==> src/rtl/flow_led_pkg.sv <==
// Shared definitions for the FluentLight running-light sequencer.
package flow_led_pkg;

    // Mode encoding as presented on the Mode output pins.
    typedef enum logic [1:0] {
        MODE_HOLD  = 2'b00,
        MODE_INIT  = 2'b01,
        MODE_RUN_R = 2'b10,
        MODE_RUN_L = 2'b11
    } mode_t;

    // Largest Speed shift: step period ranges from BASE_DIV up to BASE_DIV << 3.
    localparam int unsigned SPEED_SHIFT_MAX = 3;

    // True for the two states in which the pattern is allowed to move.
    function automatic logic is_run(input mode_t m);
        return m[1];
    endfunction

endpackage

==> src/rtl/step_prescaler.sv <==
// Step-period divider: counts enabled cycles and raises tick on the last
// cycle of each period. Period is BASE_DIV << Speed.
module step_prescaler
    import flow_led_pkg::*;
#(
    parameter int unsigned BASE_DIV = 25_000_000,
    parameter int unsigned CNT_W    = 32
) (
    input  logic       Clk,
    input  logic       Reset,
    input  logic       enable,
    input  logic       clear,
    input  logic [1:0] Speed,
    output logic       tick
);

    logic [CNT_W-1:0]                       count_r;
    logic [CNT_W-1:0]                       last_s;
    logic [$clog2(SPEED_SHIFT_MAX+1)-1:0]   shift_s;

    // Terminal count for the current speed; >= lets a speed decrease
    // mid-period fire on the next cycle instead of wrapping the counter.
    always_comb begin
        shift_s = Speed;
        last_s  = (CNT_W'(BASE_DIV) << shift_s) - CNT_W'(1);
        tick    = enable && (count_r >= last_s);
    end

    // Period counter: cleared on reset/clear, frozen while disabled.
    always_ff @(posedge Clk) begin
        if (Reset || clear) begin
            count_r <= '0;
        end else if (enable) begin
            if (tick) begin
                count_r <= '0;
            end else begin
                count_r <= count_r + CNT_W'(1);
            end
        end else begin
            count_r <= count_r;
        end
    end

endmodule

==> src/rtl/flow_led_ctrl.sv <==
// Running-light sequencer: synchronises the board switches, resolves the
// hold/init/run-right/run-left mode and rotates a one-hot LED pattern on
// every prescaler tick.
module flow_led_ctrl
    import flow_led_pkg::*;
#(
    parameter int unsigned N        = 16,
    parameter int unsigned BASE_DIV = 25_000_000,
    parameter int unsigned CNT_W    = 32
) (
    input  logic         Clk,
    input  logic         Reset,
    input  logic         RightLeft,
    input  logic         Pause,
    input  logic [1:0]   Speed,
    output logic [N-1:0] Led,
    output logic         Step,
    output logic [1:0]   Mode
);

    logic [1:0]   rl_sync_r;
    logic [1:0]   pause_sync_r;
    mode_t        mode_r;
    logic [N-1:0] led_r;
    logic         step_r;
    logic         tick_s;
    logic         run_en_s;
    logic         clear_s;
    mode_t        run_dir_s;

    // Two-flop synchronisers for the asynchronous board switches.
    always_ff @(posedge Clk) begin
        if (Reset) begin
            rl_sync_r    <= 2'b00;
            pause_sync_r <= 2'b00;
        end else begin
            rl_sync_r    <= {rl_sync_r[0], RightLeft};
            pause_sync_r <= {pause_sync_r[0], Pause};
        end
    end

    // Prescaler control; counting stops as soon as a pause is seen so no
    // step can land in the same edge that enters HOLD.
    always_comb begin
        run_en_s = is_run(mode_r) && !pause_sync_r[1];
        clear_s  = (mode_r == MODE_INIT);
        if (rl_sync_r[1]) begin
            run_dir_s = MODE_RUN_L;
        end else begin
            run_dir_s = MODE_RUN_R;
        end
    end

    step_prescaler #(
        .BASE_DIV (BASE_DIV),
        .CNT_W    (CNT_W)
    ) u_prescaler (
        .Clk    (Clk),
        .Reset  (Reset),
        .enable (run_en_s),
        .clear  (clear_s),
        .Speed  (Speed),
        .tick   (tick_s)
    );

    // Mode state machine with the registered LED pattern and step pulse.
    always_ff @(posedge Clk) begin
        if (Reset) begin
            mode_r <= MODE_INIT;
            led_r  <= {{(N-1){1'b0}}, 1'b1};
            step_r <= 1'b0;
        end else begin
            step_r <= tick_s;
            if (tick_s) begin
                if (mode_r == MODE_RUN_L) begin
                    led_r <= {led_r[N-2:0], led_r[N-1]};
                end else begin
                    led_r <= {led_r[0], led_r[N-1:1]};
                end
            end else begin
                led_r <= led_r;
            end
            case (mode_r)
                MODE_INIT: begin
                    if (pause_sync_r[1]) mode_r <= MODE_HOLD;
                    else                 mode_r <= run_dir_s;
                end
                MODE_HOLD: begin
                    if (pause_sync_r[1]) mode_r <= MODE_HOLD;
                    else                 mode_r <= run_dir_s;
                end
                MODE_RUN_R, MODE_RUN_L: begin
                    if (pause_sync_r[1]) mode_r <= MODE_HOLD;
                    else                 mode_r <= run_dir_s;
                end
                default: mode_r <= MODE_INIT;
            endcase
        end
    end

    assign Led  = led_r;
    assign Step = step_r;
    assign Mode = mode_r;

endmodule

==> config.mk <==
export PLATFORM = sky130hd
export DESIGN_NAME = flow_led_ctrl
export DESIGN_NICKNAME = d
export VERILOG_FILES = /design/src/rtl/flow_led_pkg.sv /design/src/rtl/step_prescaler.sv /design/src/rtl/flow_led_ctrl.sv
export SDC_FILE = /design/constraint.sdc
export NUM_CORES = 1
export LEC_CHECK = 0
export BUFFER_PORTS_ARGS = -buffer_cell sky130_fd_sc_hd__buf_2
export CAP_MARGIN = 20
export CORE_MARGIN = 3
export CORE_UTILIZATION = 55
export CTS_BUF_LIST = sky130_fd_sc_hd__clkbuf_2 sky130_fd_sc_hd__clkbuf_4 sky130_fd_sc_hd__clkbuf_8
export CTS_CLUSTER_DIAMETER = 60
export DETAILED_ROUTE_END_ITERATION = 16
export PLACE_DENSITY = 0.74
export RECOVER_POWER = 100
export SYNTH_ARGS = -nofsm -noshare
export SYNTH_HDL_FRONTEND = slang
export SYNTH_SLANG_ARGS = --single-unit
export TNS_END_PERCENT = 100
==> constraint.sdc <==
create_clock -name Clk -period 3.61 [get_ports Clk]
set_input_delay 0.361 -clock Clk [delete_from_list [all_inputs] [get_ports Clk]]
set_output_delay 0.361 -clock Clk [all_outputs]
set_load 0.02 [all_outputs]
Yosys cells after proc, flatten, opt, wreduce, memory -nomap -nowiden
Cells that the tools add are included.

Add/sub/neg operators: 2. Order comparisons: 1. Eq/ne operators: 3. Shifts and indexed selects: 1. Multiplexer cells: 5. Reductions and logical operators: 6.

Operator list (number): $add A32 B1 Y32 const B (1); $ge A32 B32 Y1 (1); $mux W32 (1); $shl A25 B2 Y32 const A (1); $sub A32 B1 Y32 const B (1); $mux W16 (1); $eq A2 B2 Y1 const B (2); $mux W2 (2); $reduce_or A4 Y1 (1); $eq A2 B1 Y1 const B (1); $logic_and A1 B1 Y1 (2); $logic_not A2 Y1 (1); $logic_not A1 Y1 (1); $logic_or A1 B1 Y1 (1); $mux W1 (1).

Bits in registers: 55. Bits of input ports: 6. Output and inout bits: 19. Logic and storage cells: 24.

Logic depth before layout (Yosys ltp)
Word-level depth: 5. Depth in mapped cells: 13.

By module
From an unflattened synthesis, not the netlist that was laid out.

Cells, all modules: 384. Area, all modules: 3428.3 um^2.

Modules (own cells, without submodules): step_prescaler (times used 1, cells each 271, area an instance 2352.3 um^2, seq. area each 640.6 um^2); flow_led_ctrl (times used 1, cells each 113, area an instance 1076.0 um^2, seq. area each 460.4 um^2).

Worst setup path before layout
Ideal clock, no wire load.

Path type: input port to flip-flop. Start: in Speed[1]. End: reg u_prescaler.count_r[0]. Arrival time: 2.640 ns. Slack: 0.894 ns. Stages on the path: 12. Buffers on the path: 2. Path through: or2_2 ha_1 nand2b_1 ha_1 and3_1 a221o_1 a221oi_2 a211o_1 nand3_2 buf_6 buf_6 nor3_2.

Longest elaborated chain between the ends: 5.

Ends and longest elaborated chain: from (decl) (line flow_led_ctrl.sv:15) `input logic [1:0] Speed,`; $shl A25 B2 Y32 (line step_prescaler.sv:25) `last_s = (CNT_W'(BASE_DIV) << shift_s) - CNT_W'(1);`; $sub A32 B1 Y32 (line step_prescaler.sv:25); $ge A32 B32 Y1 (line step_prescaler.sv:26) `tick = enable && (count_r >= last_s);`; $logic_and A1 B1 Y1 (line step_prescaler.sv:26); $mux W32 (line step_prescaler.sv:34) `if (tick) begin`; to (signal assigned) (line step_prescaler.sv:37) `count_r <= count_r + CNT_W'(1);`; to (signal assigned) (line step_prescaler.sv:40) `count_r <= count_r;`; to (decl) (line step_prescaler.sv:17) `logic [CNT_W-1:0] count_r;`.

Every way passes these cells. A chain may end at the register's enable or synchronous reset.

Final worst setup path
Start: in Speed[1]. End: reg led_r[15], in the netlist Led[15].

Longest elaborated chain between the ends: 4.

Ends and longest elaborated chain: $shl A25 B2 Y32 (line step_prescaler.sv:25); $sub A32 B1 Y32 (line step_prescaler.sv:25); $ge A32 B32 Y1 (line step_prescaler.sv:26); $logic_and A1 B1 Y1 (line step_prescaler.sv:26); to (signal assigned) (line flow_led_ctrl.sv:70) `led_r <= {{(N-1){1'b0}}, 1'b1};`; to (signal assigned) (line flow_led_ctrl.sv:76) `led_r <= {led_r[N-2:0], led_r[N-1]};`; to (signal assigned) (line flow_led_ctrl.sv:78) `led_r <= {led_r[0], led_r[N-1:1]};`; to (decl) (line flow_led_ctrl.sv:24) `logic [N-1:0] led_r;`.

Every way passes these cells.

==> impl_results.md <==
* Width of the chip at 82.7 µm
* Data required time of the worst path at 3810 ps
* ANT cells at 0
* Power per Cell Area at 328 nW/µm²
* Placed insts at 434
* Slack of the critical path at 506 ps
* Setup-violating endpoint count in the final report at 0
* FP Rows at 27
* Placement Cell Area at 3390 µm²
* Number of slew-limit violations in the final report at 0
* Cts hold-fix bufs at 0
* Arrival time reported for the critical path endpoint at 3310 ps
* Core area at 5610 µm²
* Number of standard cells in the final layout excluding fillers at 442
* Number of clock sinks seen by CTS at 55
* Area overhead of the layout relative to synthesis at 4.02%
* Ys async rst share at 0%
* Setup TNS Final at 0 ps
* Post-route clock period utilization at 86.0%
* Startpoint-to-endpoint class of the critical path: input port to register
* Die area at 6840 µm²
* Via count of the routed design at 2,648
* Synthesis warning total at 0
* Proportion of power drawn by flip-flops and latches at 56.2%
* Wire length after detailed routing at 6.76 mm
* Post-synthesis instance area at 3240 µm²
* Clock period minus worst slack at 3100 ps
* Number of DRC violations after detailed-routing iteration 0 at 228
* Antenna violations before repair at 0
* Mean area per synthesized cell at 9.24 µm²
* Global-route wire length before repair at 11.3 mm
* Highest clock rate at 322 MHz
* Power Internal at 842 µW
* Share of power burned in the clock network at 38.2%
* Depth of the CTS H-tree at 2
* Worst max-slew margin expressed relative to the limit at 23.0%
* Slew @ Worst Pin at 1150 ps
* Worst-skew pair later-pin latency at 310 ps
* Initial core utilization at 57.7%
* Commonest cells after routing, fill and taps aside: 55 x dfxtp_1, 33 x nand3_1, 31 x nor3_1, 28 x nand2_1, 25 x ha_1
* Type of origin of the critical path: input port
* Prevailing post-synth register cell: dfxtp_1
* Gates resized, CTS repair at 0
* Leading cell type in the layout, fill and taps excluded: dfxtp_1
* Switching power share of the total at 23.6%
* Gate count after technology mapping at 350
* Routed WL per cell at 15.3 µm
* Peak ir drop on the vdd network at 221 µV
* Detailed placer's ending HPWL at 4.82 mm
* Die height at 82.7 µm
* Pre-Repair DR Iteration Count at 4
* Maximum buffer depth of the clock tree at 2
* Via count normalized by instance count at 5.99
* Buffers inserted by post-CTS timing repair at 0
* Num CTS Buffers at 5
* Proportion of layout cells with a drive suffix above 1 at 8.11%
* Number of flops mapped to enable cells by yosys at 0
* Type of the tightest min-delay check: input port to register
* Worst slack, placed at 462 ps
* Number of global-route vias before repair at 2,323
* Number of port buffers at 24
* Antenna viol nets, final at 0
* Seq/Total Area, Yosys at 34.0%
* Pin count of the biggest net entering global routing at 46
* Clock root cell: clkbuf_8
* Maximum fanout along the worst path at 45
* Total number of nets in the final design at 400
* TritonCTS clock tree: built
* Gr ovfl total at 0
* R2R Setup Slk at 890 ps
* FF+latch count, synth at 55
* Clock Skew at 11.8 ps
* Max-cap violation count at 0
* I/O pin count at 25
* Filler cells at 546
* Combinational share of power at 5.7%
* Setup repair after global routing missed its margin: no
* Final design instance area without fill at 3370 µm²
* CP Capture Type: register
* Placer's final routability congestion estimate at 0.835
* Number of unique standard cell types used by synthesis at 45
* Overall fraction of global-route tracks in use at 20.9%
* Final number of hold-violating endpoints at 0
* P_sw at 261 µW
* Result of the run: finished clean
* DRC at 0
* Leakage at 1.25 nW
* CTS clk-pin slew, worst paths at 110 ps
routing by layer:
layer  part of all wire, %  GRT usage (%)  vias up
li1                      -              -     1323
met1                    50           31.0     1282
met2                    46           32.1       41
met3                   3.1           3.90        2
met4                  0.28           3.27        0
met5                     0              0        -
cells in the mapped netlist, types with 2 or more instances:
| master | instances | share of area, % |
|---|---|---|
| nor4_2 | 10 | 3.9 |
| nand3_1 | 32 | 4.9 |
| nor2_1 | 12 | 1.4 |
| buf_4 | 2 | 0.46 |
| mux2i_1 | 2 | 0.62 |
| and4_1 | 5 | 1.4 |
| buf_6 | 4 | 1.4 |
| ha_1 | 25 | 9.7 |
| a31oi_1 | 3 | 0.58 |
| xor2_1 | 20 | 5.4 |
| nor4_1 | 6 | 1.2 |
| a21o_1 | 5 | 1.2 |
| inv_1 | 11 | 1.3 |
| nor3_1 | 12 | 1.9 |
| a221o_1 | 2 | 0.62 |
| o31ai_1 | 2 | 0.46 |
| or2_2 | 2 | 0.39 |
| nor2b_1 | 6 | 1.2 |
| clkbuf_1 | 12 | 1.4 |
| and3_1 | 6 | 1.2 |
| conb_1 | 2 | 0.23 |
| nand2_1 | 28 | 3.2 |
| o31a_1 | 2 | 0.54 |
| xnor2_1 | 13 | 3.5 |
| nand2b_1 | 2 | 0.39 |
| a21oi_1 | 4 | 0.62 |
| nand4_1 | 13 | 2.5 |
| dfxtp_1 | 55 | 34 |
| nor3_2 | 20 | 6.2 |
| buf_2 | 3 | 0.46 |
| a311oi_1 | 15 | 4.1 |
per-stage QoR:
stage | hold slack [ps] | power [mW] | util [%]
floorplan | 408 | 0.681 | -
global placement | 411 | 0.699 | 60.4
detailed placement | 421 | 0.700 | 60.4
CTS | 245 | 1.12 | 62.5
global route | 269 | 1.15 | 60.0
finish | 255 | 1.10 | 60.0
final timing paths:
check | cells after the start | endpoint | start
max | 13 | Led[15] | Speed[1]
min | 2 | rl_sync_r[0] | RightLeft
max reg2reg | 8 | Led[15] | u_prescaler.count_r[10]
min reg2reg | 1 | Mode[0] | rl_sync_r[1]
cells by family (layout without fill, tap and decap cells):
group,after synthesis,count (layout),share of synthesized area (%)
AO/OA/AOI/OAI,38,38,9.63
buffers and inverters,33,48,5.22
other,2,7,0.232
adder cells (fa/ha/maj),25,25,9.67
flip-flops,55,55,34.0
multiplexers,2,2,0.619
AND/OR/NAND/NOR,162,162,31.7
XOR/XNOR,33,33,8.93
sequential cells by signal (all words and copies together) (netlist names):
| register | count |
|---|---|
| Led | 16 |
| Mode | 2 |
| Step | 1 |
| pause_sync_r | 2 |
| rl_sync_r | 2 |
| u_prescaler.count_r | 32 |
worst max-delay path, cell delays in order:
cell and delay [ps]:
clkbuf_1 220, and2b_1 290, inv_1 80, ha_1 130
nand2b_1 60, ha_1 280, and3_1 170, a221o_1 340
a221oi_1 410, a211o_1 210, nand3_1 200, buf_12 260
a311oi_1 270
power by group through the flow:
stage / registers [mW] / logic, mW / clock network (mW)
after global placement: 0.634 / 0.0650 / 0
final: 0.620 / 0.0624 / 0.421
after detailed placement: 0.633 / 0.0665 / 0
after CTS: 0.619 / 0.0668 / 0.435
after floorplan: 0.629 / 0.0517 / 0
after global routing: 0.621 / 0.0701 / 0.463
final cells by class:
cell class	count	area [µm²]	share of cell area, %
multi-input combinational	267	1880	55.7
sequential	55	1100	32.7
timing repair buffer	29	141	4.20
tap	72	90.1	2.68
clock buffer	5	68.8	2.04
clock inverter	3	47.5	1.41
inverter	11	41.3	1.23
(Power assumes the default switching activity.)
